--- src/rtl/ws2812b_pkg.sv ---
// Shared types and constants for the WS2812B frame buffer: channel widths, colour field offsets,
// FSM encoding and the colour reorder/brightness helpers.
package ws2812b_pkg;

  localparam int unsigned CH_W  = 8;
  localparam int unsigned PIX_W = 3 * CH_W;

  // Stored host word is {R, G, B}
  localparam int unsigned IN_R_OFS = 16;
  localparam int unsigned IN_G_OFS = 8;
  localparam int unsigned IN_B_OFS = 0;

  // Word presented to the serializer is {G, R, B}
  localparam int unsigned OUT_G_OFS = 16;
  localparam int unsigned OUT_R_OFS = 8;
  localparam int unsigned OUT_B_OFS = 0;

  // 50 us of idle line at 100 MHz
  localparam int unsigned LATCH_CYCLES_DEFAULT = 5000;

  typedef enum logic [1:0] {
    ST_IDLE  = 2'd0,
    ST_FETCH = 2'd1,
    ST_SEND  = 2'd2,
    ST_LATCH = 2'd3
  } state_t;

  function automatic logic [PIX_W-1:0] rgb_to_grb(input logic [PIX_W-1:0] c);
    logic [PIX_W-1:0] o;
    o = '0;
    o[OUT_G_OFS +: CH_W] = c[IN_G_OFS +: CH_W];
    o[OUT_R_OFS +: CH_W] = c[IN_R_OFS +: CH_W];
    o[OUT_B_OFS +: CH_W] = c[IN_B_OFS +: CH_W];
    return o;
  endfunction

  // (c * (b + 1)) >> 8: 255 is identity, 0 blanks the channel
  function automatic logic [CH_W-1:0] scale_ch(input logic [CH_W-1:0] c, input logic [CH_W-1:0] b);
    logic [2*CH_W-1:0] p;
    p = (2*CH_W)'(c) * ((2*CH_W)'(b) + (2*CH_W)'(1));
    return p[2*CH_W-1:CH_W];
  endfunction

  function automatic logic [PIX_W-1:0] scale_pix(input logic [PIX_W-1:0] c, input logic [CH_W-1:0] b);
    logic [PIX_W-1:0] o;
    for (int i = 0; i < 3; i++) o[i*CH_W +: CH_W] = scale_ch(c[i*CH_W +: CH_W], b);
    return o;
  endfunction

endpackage

--- src/rtl/ws2812b_pixel_ram.sv ---
// Simple dual-port pixel store: synchronous read-first read port, write port that drops
// addresses at or beyond DEPTH.
module ws2812b_pixel_ram
  import ws2812b_pkg::*;
#(
  parameter int unsigned DEPTH  = 3,
  parameter int unsigned ADDR_W = 2
) (
  input  logic              clk_i,
  input  logic              we_i,
  input  logic [ADDR_W-1:0] waddr_i,
  input  logic [PIX_W-1:0]  wdata_i,
  input  logic              re_i,
  input  logic [ADDR_W-1:0] raddr_i,
  output logic [PIX_W-1:0]  rdata_o
);

  localparam int unsigned SLOTS = 2 ** ADDR_W;
  localparam int unsigned CMP_W = ADDR_W + 1;

  logic [PIX_W-1:0] mem [SLOTS];
  logic             we_ok;

  assign we_ok = we_i && ({1'b0, waddr_i} < CMP_W'(DEPTH));

  // Non-blocking update gives old data on a same-address read/write
  always_ff @(posedge clk_i) begin
    if (re_i)  rdata_o        <= mem[raddr_i];
    if (we_ok) mem[waddr_i]   <= wdata_i;
  end

endmodule

--- src/rtl/ws2812b_frame_buffer.sv ---
// Frame store and sequencer feeding the WS2812B serializer. Define WS2812B_BRIGHTNESS_EN to add
// the brightness_i port and per-channel scaling of the streamed colour.
module ws2812b_frame_buffer
  import ws2812b_pkg::*;
#(
  parameter  int unsigned N_LEDS       = 3,
  parameter  int unsigned LATCH_CYCLES = LATCH_CYCLES_DEFAULT,
  localparam int unsigned ADDR_W       = (N_LEDS > 1) ? $clog2(N_LEDS) : 1
) (
  input  logic              clk_i,
  input  logic              rst_i,
`ifdef WS2812B_BRIGHTNESS_EN
  input  logic [CH_W-1:0]   brightness_i,
`endif
  input  logic              wr_en_i,
  input  logic [ADDR_W-1:0] wr_addr_i,
  input  logic [PIX_W-1:0]  wr_data_i,
  input  logic              start_i,
  output logic              pix_valid_o,
  input  logic              pix_ready_i,
  output logic [PIX_W-1:0]  pix_data_o,
  output logic              pix_last_o,
  input  logic              ser_busy_i,
  output logic              busy_o,
  output logic              frame_done_o
);

  localparam int unsigned CNT_W = (LATCH_CYCLES > 1) ? $clog2(LATCH_CYCLES + 1) : 1;
  localparam logic [ADDR_W-1:0] LAST_ADDR = ADDR_W'(N_LEDS - 1);
  localparam logic [CNT_W-1:0]  LAST_CNT  = CNT_W'(LATCH_CYCLES - 1);

  state_t            state_q, state_d;
  logic [ADDR_W-1:0] rd_addr_q, rd_addr_d;
  logic [CNT_W-1:0]  cnt_q, cnt_d;
  logic              ram_re;
  logic [PIX_W-1:0]  ram_rdata;
  logic [PIX_W-1:0]  colour;
  logic              pix_valid_d, pix_last_d, busy_d, done_d;
  logic [PIX_W-1:0]  pix_data_d;

  ws2812b_pixel_ram #(
    .DEPTH  (N_LEDS),
    .ADDR_W (ADDR_W)
  ) u_ram (
    .clk_i   (clk_i),
    .we_i    (wr_en_i),
    .waddr_i (wr_addr_i),
    .wdata_i (wr_data_i),
    .re_i    (ram_re),
    .raddr_i (rd_addr_d),
    .rdata_o (ram_rdata)
  );

  // RAM is read on entry to FETCH; the colour is reordered/scaled into the output register
`ifdef WS2812B_BRIGHTNESS_EN
  assign colour = scale_pix(rgb_to_grb(ram_rdata), brightness_i);
`else
  assign colour = rgb_to_grb(ram_rdata);
`endif

  always_comb begin
    state_d     = state_q;
    rd_addr_d   = rd_addr_q;
    cnt_d       = cnt_q;
    ram_re      = 1'b0;
    pix_valid_d = 1'b0;
    pix_last_d  = pix_last_o;
    pix_data_d  = pix_data_o;
    done_d      = 1'b0;
    case (state_q)
      ST_IDLE: begin
        if (start_i) begin
          state_d   = ST_FETCH;
          rd_addr_d = '0;
          ram_re    = 1'b1;
        end
      end
      ST_FETCH: begin
        state_d     = ST_SEND;
        pix_valid_d = 1'b1;
        pix_last_d  = (rd_addr_q == LAST_ADDR);
        pix_data_d  = colour;
      end
      ST_SEND: begin
        pix_valid_d = 1'b1;
        if (pix_ready_i) begin
          pix_valid_d = 1'b0;
          pix_last_d  = 1'b0;
          if (rd_addr_q == LAST_ADDR) begin
            state_d = ST_LATCH;
            cnt_d   = '0;
          end else begin
            state_d   = ST_FETCH;
            rd_addr_d = rd_addr_q + ADDR_W'(1);
            ram_re    = 1'b1;
          end
        end
      end
      ST_LATCH: begin
        // The gap only counts once the serializer has finished shifting
        if (ser_busy_i) begin
          cnt_d = '0;
        end else if (cnt_q == LAST_CNT) begin
          state_d = ST_IDLE;
          done_d  = 1'b1;
        end else begin
          cnt_d = cnt_q + CNT_W'(1);
        end
      end
      default: state_d = ST_IDLE;
    endcase
    busy_d = (state_d != ST_IDLE);
  end

  always_ff @(posedge clk_i or posedge rst_i) begin
    if (rst_i) begin
      state_q      <= ST_IDLE;
      rd_addr_q    <= '0;
      cnt_q        <= '0;
      pix_valid_o  <= 1'b0;
      pix_last_o   <= 1'b0;
      pix_data_o   <= '0;
      busy_o       <= 1'b0;
      frame_done_o <= 1'b0;
    end else begin
      state_q      <= state_d;
      rd_addr_q    <= rd_addr_d;
      cnt_q        <= cnt_d;
      pix_valid_o  <= pix_valid_d;
      pix_last_o   <= pix_last_d;
      pix_data_o   <= pix_data_d;
      busy_o       <= busy_d;
      frame_done_o <= done_d;
    end
  end

endmodule

--- config.mk ---
export PLATFORM = sky130hd
export DESIGN_NAME = ws2812b_frame_buffer
export DESIGN_NICKNAME = d
export VERILOG_FILES = /design/src/rtl/ws2812b_pkg.sv /design/src/rtl/ws2812b_pixel_ram.sv /design/src/rtl/ws2812b_frame_buffer.sv
export SDC_FILE = /design/constraint.sdc
export NUM_CORES = 1
export LEC_CHECK = 0
export CORE_MARGIN = 1.5
export CORE_UTILIZATION = 45
export DETAILED_ROUTE_END_ITERATION = 12
export SYNTH_ARGS = -nofsm -noshare
export SYNTH_HDL_FRONTEND = slang
export SYNTH_SLANG_ARGS = --single-unit
--- constraint.sdc ---
create_clock -name clk_i -period 9.64 [get_ports clk_i]
set_clock_uncertainty 0.05 [all_clocks]
set_input_delay 1.928 -clock clk_i [delete_from_list [all_inputs] [get_ports clk_i]]
set_output_delay 1.928 -clock clk_i [all_outputs]
set_load 0.05 [all_outputs]
==> metrics.md, run 1 <==
| Metric | Value |
|---|---|
| Status | finished, final reports clean |
| Antenna cells | 0 |
| Max H-tree Level | 4 |
| Post-detail-place hpwl | 6740 um |
| Leak Pwr | 3.34 nW |
| Layout area overhead | 22.7% |
| Remaining global-route overflow | 0 |
| Slowest Stage Delay on Critical Path | 0.65 ns |
| GR Layer Usage met1 | 19.9% |
| Post-synth EDFFs | 120 |
| Area after DPL | roughly 0.0075 mm^2 |
| Pin count of the biggest net entering global routing | 50 |
| DRC | 0 |
| Vias after detailed routing | between 3k and 4k |
| Cell mode on critical path | mux2i_1 |
| Hold_sp | u_ram.rdata_o[3]$_DFFE_PP_ |
| CP Data Arrival Time | 4.14 ns |
| Req. time, crit path | approximately 9.7 ns |
| Final setup fails | 0 |
| Die area | between 0.015 and 0.02 mm^2 |
| Clock Latency Late Sink | 0.42 ns |
| Root buf cell | clkbuf_16 |
| Final Hold Viols | 0 |
| Fin nets | roughly 520 |
| Slew headroom | 31.7% |
| Clock-pin slew on the worst setup and hold paths | 0.06 ns |
| Flops & latches, synth | 165 |
| Core area | 0.0140 mm^2 |
| DR iter-0 viols | 256 |
| Fin crit period | 4.04 ns |
| Port bufs | 59 |
| Final worst-path cycle share | 41.9% |
| Share of layout cells above drive strength 1 | between 10% and 20% |
| Setup total negative slack | 0 ns |
| Synthesized area per cell | between 15 and 20 um^2 |
| Synth area leaders | edfxtp_1 55%, dfrtp_1 17%, mux2i_1 11% |
| Synthesized cell area | 0.00655 mm^2 |
| Total power | around 0.0024 W |
| Critical path type | in -> reg |
| Initial antenna violation count | 0 |
| CP Capture Type | flip-flop |
| Post-CTS Setup Repair Bufs | 0 |
| Register area share after synthesis | around 72% |
| WL final | approximately 11000 um |
| FF-to-FF path depth | 7 |
| Sequential cell fraction of total power | around two fifths |
| GR Layer Usage met3 | 4.53% |
| Synth warn | 0 |
| Dominant cell type by area after synthesis | edfxtp_1 |
| Worst Hold End | pix_data_o[3]$_DFFE_PP0P_ |
| Gr usage total | 16.3% |
| Power per Cell Area | 294 mW/mm^2 |
| Final Max Tran Viols | 0 |
| Post-DR wirelength/cell | 16.9 um |
| Pre-antenna DRT Iters | 4 |
| Synth top area share | a little under three fifths |
| Antenna Nets Post-Route | 0 |
| RR Endpoint | u_ram.rdata_o[14]$_DFFE_PP_ |
| Worst path slowest cell | buf_4 |
| M2 GR Usage | 27.9% |
| Reg2reg setup slack | 6.87 ns |
| Rows | 43 |
| Setup crit start kind | input pin |
| Netlist cell types | 40 |
| RSZ-0062 raised after global routing | false |
| Worst flop-to-flop path startpoint | state_q[0]$_DFF_PP0_ |
| Cts hold-fix bufs | 0 |
| Crit-path leading delay family | buffers and inverters |
| Power share of the combinational group | 30.4% |
| Max VDD drop | around 0.19 mV |
| Buf/Inv on CP | 2 |
| Boundary pin count | 60 |
| Worst-margin pin slew | about 1.0 ns |
| Crit path max fanout | 49 |
| Final instance area | 0.00803 mm^2 |
| Fmax achieved | 0.248 GHz |
| Main synth FF type | edfxtp_1 |
| Die Span X | between 100 and 150 um |
| Max Cap Viol | 0 |
| Initial Util | approximately 47% |
| Critical-path cell list | clkdlybuf4s50_1, mux2_2, a22oi_2, buf_4, mux2i_1, mux2i_1 |
| DR vias/cell | around 5.3 |
| Clock power frac | 28.2% |
| Busiest grt layer | met2 |
| Vias in the first global route | 3553 |
| Switch share | 32.8% |
| Hold-critical path depth | 1 |
| Fillcell total | 1093 |
| Clock buffer depth | 2 |
| PostCTS Resize Cnt | 0 |
| Global-route wire length before repair | 18100 um |
| Cell-internal power | about 0.0016 W |
| Hold Path Class | reg -> reg |
| FFs w/ async S/R, synth | roughly 27% |
| Cts bufs inserted | 17 |
| Psw | 0.000774 W |
| CTS tree | built |
| Synth Instances | 391 |
| Routability Congestion | 0.873 |
| Die Ht | 124 um |
| CTS sink count | 165 |
## worst register-to-register path, cell delays in order (launching register included)
cell	delay (ns)
dfrtp_1	0.45
inv_1	0.11
ha_1	0.37
mux2i_1	0.22
a22oi_2	0.21
buf_4	0.66
mux2i_1	0.33
mux2i_1	0.10
## metal layers
metal | part of all wire (%) | routed length, um
met1 | 43 | 4900
met2 | 52 | 5910
met3 | 3.8 | 434
met4 | 1.3 | 152
met5 | 0 | 0
## synth_stat cells, drive strengths merged, types with 2 or more instances
cell      n
mux2     25
nor3b     2
nand3     8
o41ai     2
or4       2
and3b     2
a41oi     2
edfxtp  120
and4      3
nand4     2
nor2      5
o31ai    17
clkbuf    7
ha        7
a21oi     6
nand2b    2
nand2     6
buf      11
inv      11
mux2i    74
a31oi     5
dfrtp    45
and2      3
o21ai    10
## power by group through the flow
| stage | Combinational, W | Sequential [W] | Clock (W) |
|---|---|---|---|
| 2_1_floorplan | 0.000307 | 0.00118 | 0 |
| 3_3_place_gp | 0.000714 | 0.000991 | 0 |
| 3_5_place_dp | 0.000726 | 0.000994 | 0 |
| 4_1_cts | 0.000726 | 0.000981 | 0.000682 |
| 5_1_grt | 0.000765 | 0.000992 | 0.000712 |
| 6_report | 0.000716 | 0.000977 | 0.000666 |
## registers in the layout, indices dropped and copies added, names as in the netlist, 2 cells and up
name and cells:
u_ram.mem 96, state_q 2, pix_data_o 24, cnt_q 13, u_ram.rdata_o 24, rd_addr_q 2
## area by class of cell
type / count / area [um^2] / share of cell area, %
tap: 180 / 225 / 2.80
inverter: 11 / 41.3 / 0.514
timing repair buffer: 65 / 636 / 7.91
multi-input combinational: 220 / 1820 / 22.6
clock buffer: 19 / 433 / 5.39
clock inverter: 13 / 149 / 1.85
sequential: 165 / 4730 / 58.9
## kinds of logic after synthesis
group,share of synthesized area (%)
AOI/OAI and AO/OA,5.14
DFF,72.2
muxes,15.6
and+or+nand+nor,3.78
adders and majority gates,1.34
other,0.0573
buffers and inverters,1.83
## worst max path at each step
stage           startpoint                          end  slack, ns  cells past startpoint
2_1_floorplan  pix_ready_i   u_ram.rdata_o[0]$_DFFE_PP_       5.21                      3
4_1_cts        pix_ready_i  u_ram.rdata_o[14]$_DFFE_PP_       5.61                      6
5_1_grt        pix_ready_i  u_ram.rdata_o[18]$_DFFE_PP_       5.48                      6
6_report       pix_ready_i  u_ram.rdata_o[14]$_DFFE_PP_       5.60                      6
3_5_place_dp   pix_ready_i  u_ram.rdata_o[14]$_DFFE_PP_       5.18                      6
3_3_place_gp   pix_ready_i   u_ram.rdata_o[5]$_DFFE_PP_       5.23                      6
## metrics by stage
stage / hold slack, ns / util (%) / cells / setup WS [ns]
floorplan: 0.404 / - / 414 / 5.21
global placement: 0.408 / 53.1 / 641 / 5.23
detailed placement: 0.411 / 53.1 / 641 / 5.18
CTS: 0.426 / 57.2 / 673 / 5.61
global route: 0.435 / 57.2 / 673 / 5.48
finish: 0.423 / 57.2 / 673 / 5.60
## layout by cell type, fill, tap and decap left out, types with 3 or more instances in the layout
cell type,instances
a21oi_1,5
a31oi_1,5
and2_1,3
and4_1,3
buf_4,6
clkbuf_16,17
clkdlybuf4s50_1,59
clkinvlp_4,3
conb_1,24
dfrtp_1,45
edfxtp_1,120
ha_1,6
inv_1,10
mux2_2,25
mux2i_1,74
nand2_1,6
nand3_1,8
nor2_1,5
o21ai_0,3
o21ai_1,6
o31ai_1,17
Power figures use the tool's default switching activity.
==> run 2, diff against run 1 <==
Settings changed: PLACE_DENSITY set to 0.67.
Clock period 9.64 ns to 3.55 ns, I/O delays scaled along.
==> metrics.md, run 2 (synthesis gave the netlist of run 1 again) <==
| Metric | Value |
|---|---|
| Max Cap Viol | 0 (unchanged) |
| Cell mode on critical path | mux2i_1 |
| Fmax achieved | 0.397 GHz |
| Top Registers | u_ram.mem x96, pix_data_o x24, u_ram.rdata_o x24 |
| Global-route wire length before repair | 18200 um (+0.46%) |
| Clock buffer depth | 2 (unchanged) |
| Crit path max fanout | 49 (unchanged) |
| Power share of the combinational group | 30.4% (about the same) |
| Setup total negative slack | 0 ns (unchanged) |
| Post-detail-place hpwl | 6870 um (+1.9%) |
| Max H-tree Level | 4 (unchanged) |
| Die Ht | 124 um (unchanged) |
| CP Data Arrival Time | 2.62 ns (-1.52 ns) |
| Clock power frac | 28.9% (+0.7 points) |
| Worst flop-to-flop path startpoint | state_q[0]$_DFF_PP0_ |
| Core Util, Final | 57.8% (+0.59 points) |
| Req. time, crit path | 3.65 ns (-6.09 ns) |
| Worst path slowest cell | clkdlybuf4s50_1 |
| Die Span X | 124 um (unchanged) |
| Switch share | 32.8% (-0.047 points) |
| Rows | 43 (unchanged) |
| Leak Pwr | 3.40 nW (+1.7%) |
| Largest Register | u_ram.mem |
| Sequential cell fraction of total power | 40.8% (-0.6 points) |
| Final worst-path cycle share | between 70% and 80% |
| Buf/Inv on CP | 2 (unchanged) |
| Hold Path Class | reg -> reg |
| CTS sink count | 165 (unchanged) |
| Placed Cells | 644 (+0.47%) |
| Final Hold Viols | 0 (unchanged) |
| Slowest Stage Delay on Critical Path | 0.63 ns (-0.02 ns) |
| Final Max Tran Viols | 0 (unchanged) |
| Pre-antenna DRT Iters | 5 (+1) |
| Clock-pin slew on the worst setup and hold paths | 0.07 ns (about the same) |
| Critical-path cell list | clkdlybuf4s50_1, mux2_2, a22oi_2, buf_12, mux2i_1, mux2i_1 |
| Initial Util | 46.6% (unchanged) |
| Cts hold-fix bufs | 0 (unchanged) |
| Slew headroom | 30.8% (-0.91 points) |
| DR iter-0 viols | 279 (+9.0%) |
| Critical path type | in -> reg |
| DR vias/cell | 5.27 (+0.17%) |
| Reg2reg setup slack | 1.13 ns (-5.74 ns) |
| Max VDD drop | 0.526 mV (+180%) |
| Routability Congestion | 0.847 (-3.0%) |
| Antenna Nets Post-Route | 0 (unchanged) |
| RSZ-0062 raised after global routing | false |
| Boundary pin count | 60 (unchanged) |
| Share of layout cells above drive strength 1 | 14.9% (+0.92 points) |
| Psw | 0.00214 W (+180%) |
| Root buf cell | clkbuf_16 |
| Total power | 0.00652 W (+180%) |
| Status | finished, final reports clean |
| Vias in the first global route | 3563 (+0.28%) |
| CP Capture Type | flip-flop |
| Setup WS pre-CTS | 0.616 ns (-4.56 ns) |
| Core area | 0.0140 mm^2 (unchanged) |
| Initial antenna violation count | 0 (unchanged) |
| Final worst setup slack | 1.03 ns (-4.57 ns) |
| Fillcell total | 1071 (-2.0%) |
| Non-filler cells, final | 676 (+0.45%) |
| DRC | 0 (unchanged) |
| Flip-flop count of the largest register after layout | 96 (unchanged) |
| Fin crit period | 2.52 ns |
| Pin count of the biggest net entering global routing | 50 (unchanged) |
| Port bufs | 59 (unchanged) |
| Clock Latency Late Sink | 0.42 ns (about the same) |
| Vias after detailed routing | 3565 (+0.62%) |
| Gr usage total | 16.4% (+0.058 points) |
| Cell-internal power | 0.00439 W (+180%) |
| Post-DR wirelength/cell | 16.8 um (-0.98%) |
| Worst-margin pin slew | 1.04 ns (+0.0151 ns) |
| PostCTS Resize Cnt | 0 (unchanged) |
| Commonest non-fill, non-tap cell in the layout | edfxtp_1 |
| Final setup fails | 0 (unchanged) |
| Power per Cell Area | 804 mW/mm^2 (+170%) |
| Commonest cells after routing, fill and taps aside | 120 x edfxtp_1, 74 x mux2i_1, 59 x clkdlybuf4s50_1, 45 x dfrtp_1, 25 x mux2_2 |
| CTS tree | built |
| Die area | 0.0153 mm^2 (unchanged) |
| Remaining global-route overflow | 0 (unchanged) |
| Crit-path leading delay family | buffers and inverters |
| Critical path origin | pix_ready_i |
| Antenna cells | 0 (unchanged) |
| Setup crit start kind | input pin |
| Fin nets | 522 (+0.58%) |
| Hold_sp | u_ram.rdata_o[7]$_DFFE_PP_ |
| Cts bufs inserted | 17 (unchanged) |
| WL final | 11300 um (-0.54%) |
| Post-CTS Setup Repair Bufs | 0 (unchanged) |
| Layout area overhead | 23.9% |
[run 2: final cells by class]
cell class	instances	area [um^2]	share of cell area (%)
clock inverters	13	166	2.05
well taps	180	225	2.78
flip-flops and latches	165	4730	58.3
multi-input cells	220	1820	22.4
inverters	11	41.3	0.509
clock buffers	19	453	5.58
repair buffers	68	683	8.42
[run 2: power by group through the flow]
| stage | Clock [W] | Sequential [W] | Combinational (W) |
|---|---|---|---|
| global route | 0.00202 | 0.00270 | 0.00211 |
| finish | 0.00188 | 0.00266 | 0.00198 |
| detailed placement | 0 | 0.00270 | 0.00200 |
| CTS | 0.00193 | 0.00266 | 0.00201 |
| global placement | 0 | 0.00269 | 0.00197 |
| floorplan | 0 | 0.00320 | 0.000835 |
[run 2: through the flow]
| stage | hold WS, ns | area [um^2] |
|---|---|---|
| CTS | 0.433 | 8120 |
| global placement | 0.408 | 7500 |
| global route | 0.449 | 8120 |
| detailed placement | 0.413 | 7500 |
| finish | 0.427 | 8120 |
| floorplan | 0.404 | 6630 |
[run 2: worst paths after layout]
kind	to	cells past startpoint
worst max-delay path	u_ram.rdata_o[18]$_DFFE_PP_	6
worst min-delay path	pix_data_o[7]$_DFFE_PP0P_	1
worst max register to register	u_ram.rdata_o[18]$_DFFE_PP_	7
worst min register to register	pix_data_o[7]$_DFFE_PP0P_	1
max in group asynchronous	pix_data_o[6]$_DFFE_PP0P_	3
min in group asynchronous	cnt_q[9]$_DFFE_PP0P_	2
[run 2: per-layer routing]
layer	up-vias	track usage [%]	share of wire, %
met5	-	0	0
met4	0	5.96	0.88
met3	9	5.54	4.9
met2	96	26.5	51
met1	1775	20.7	43
li1	1685	-	-
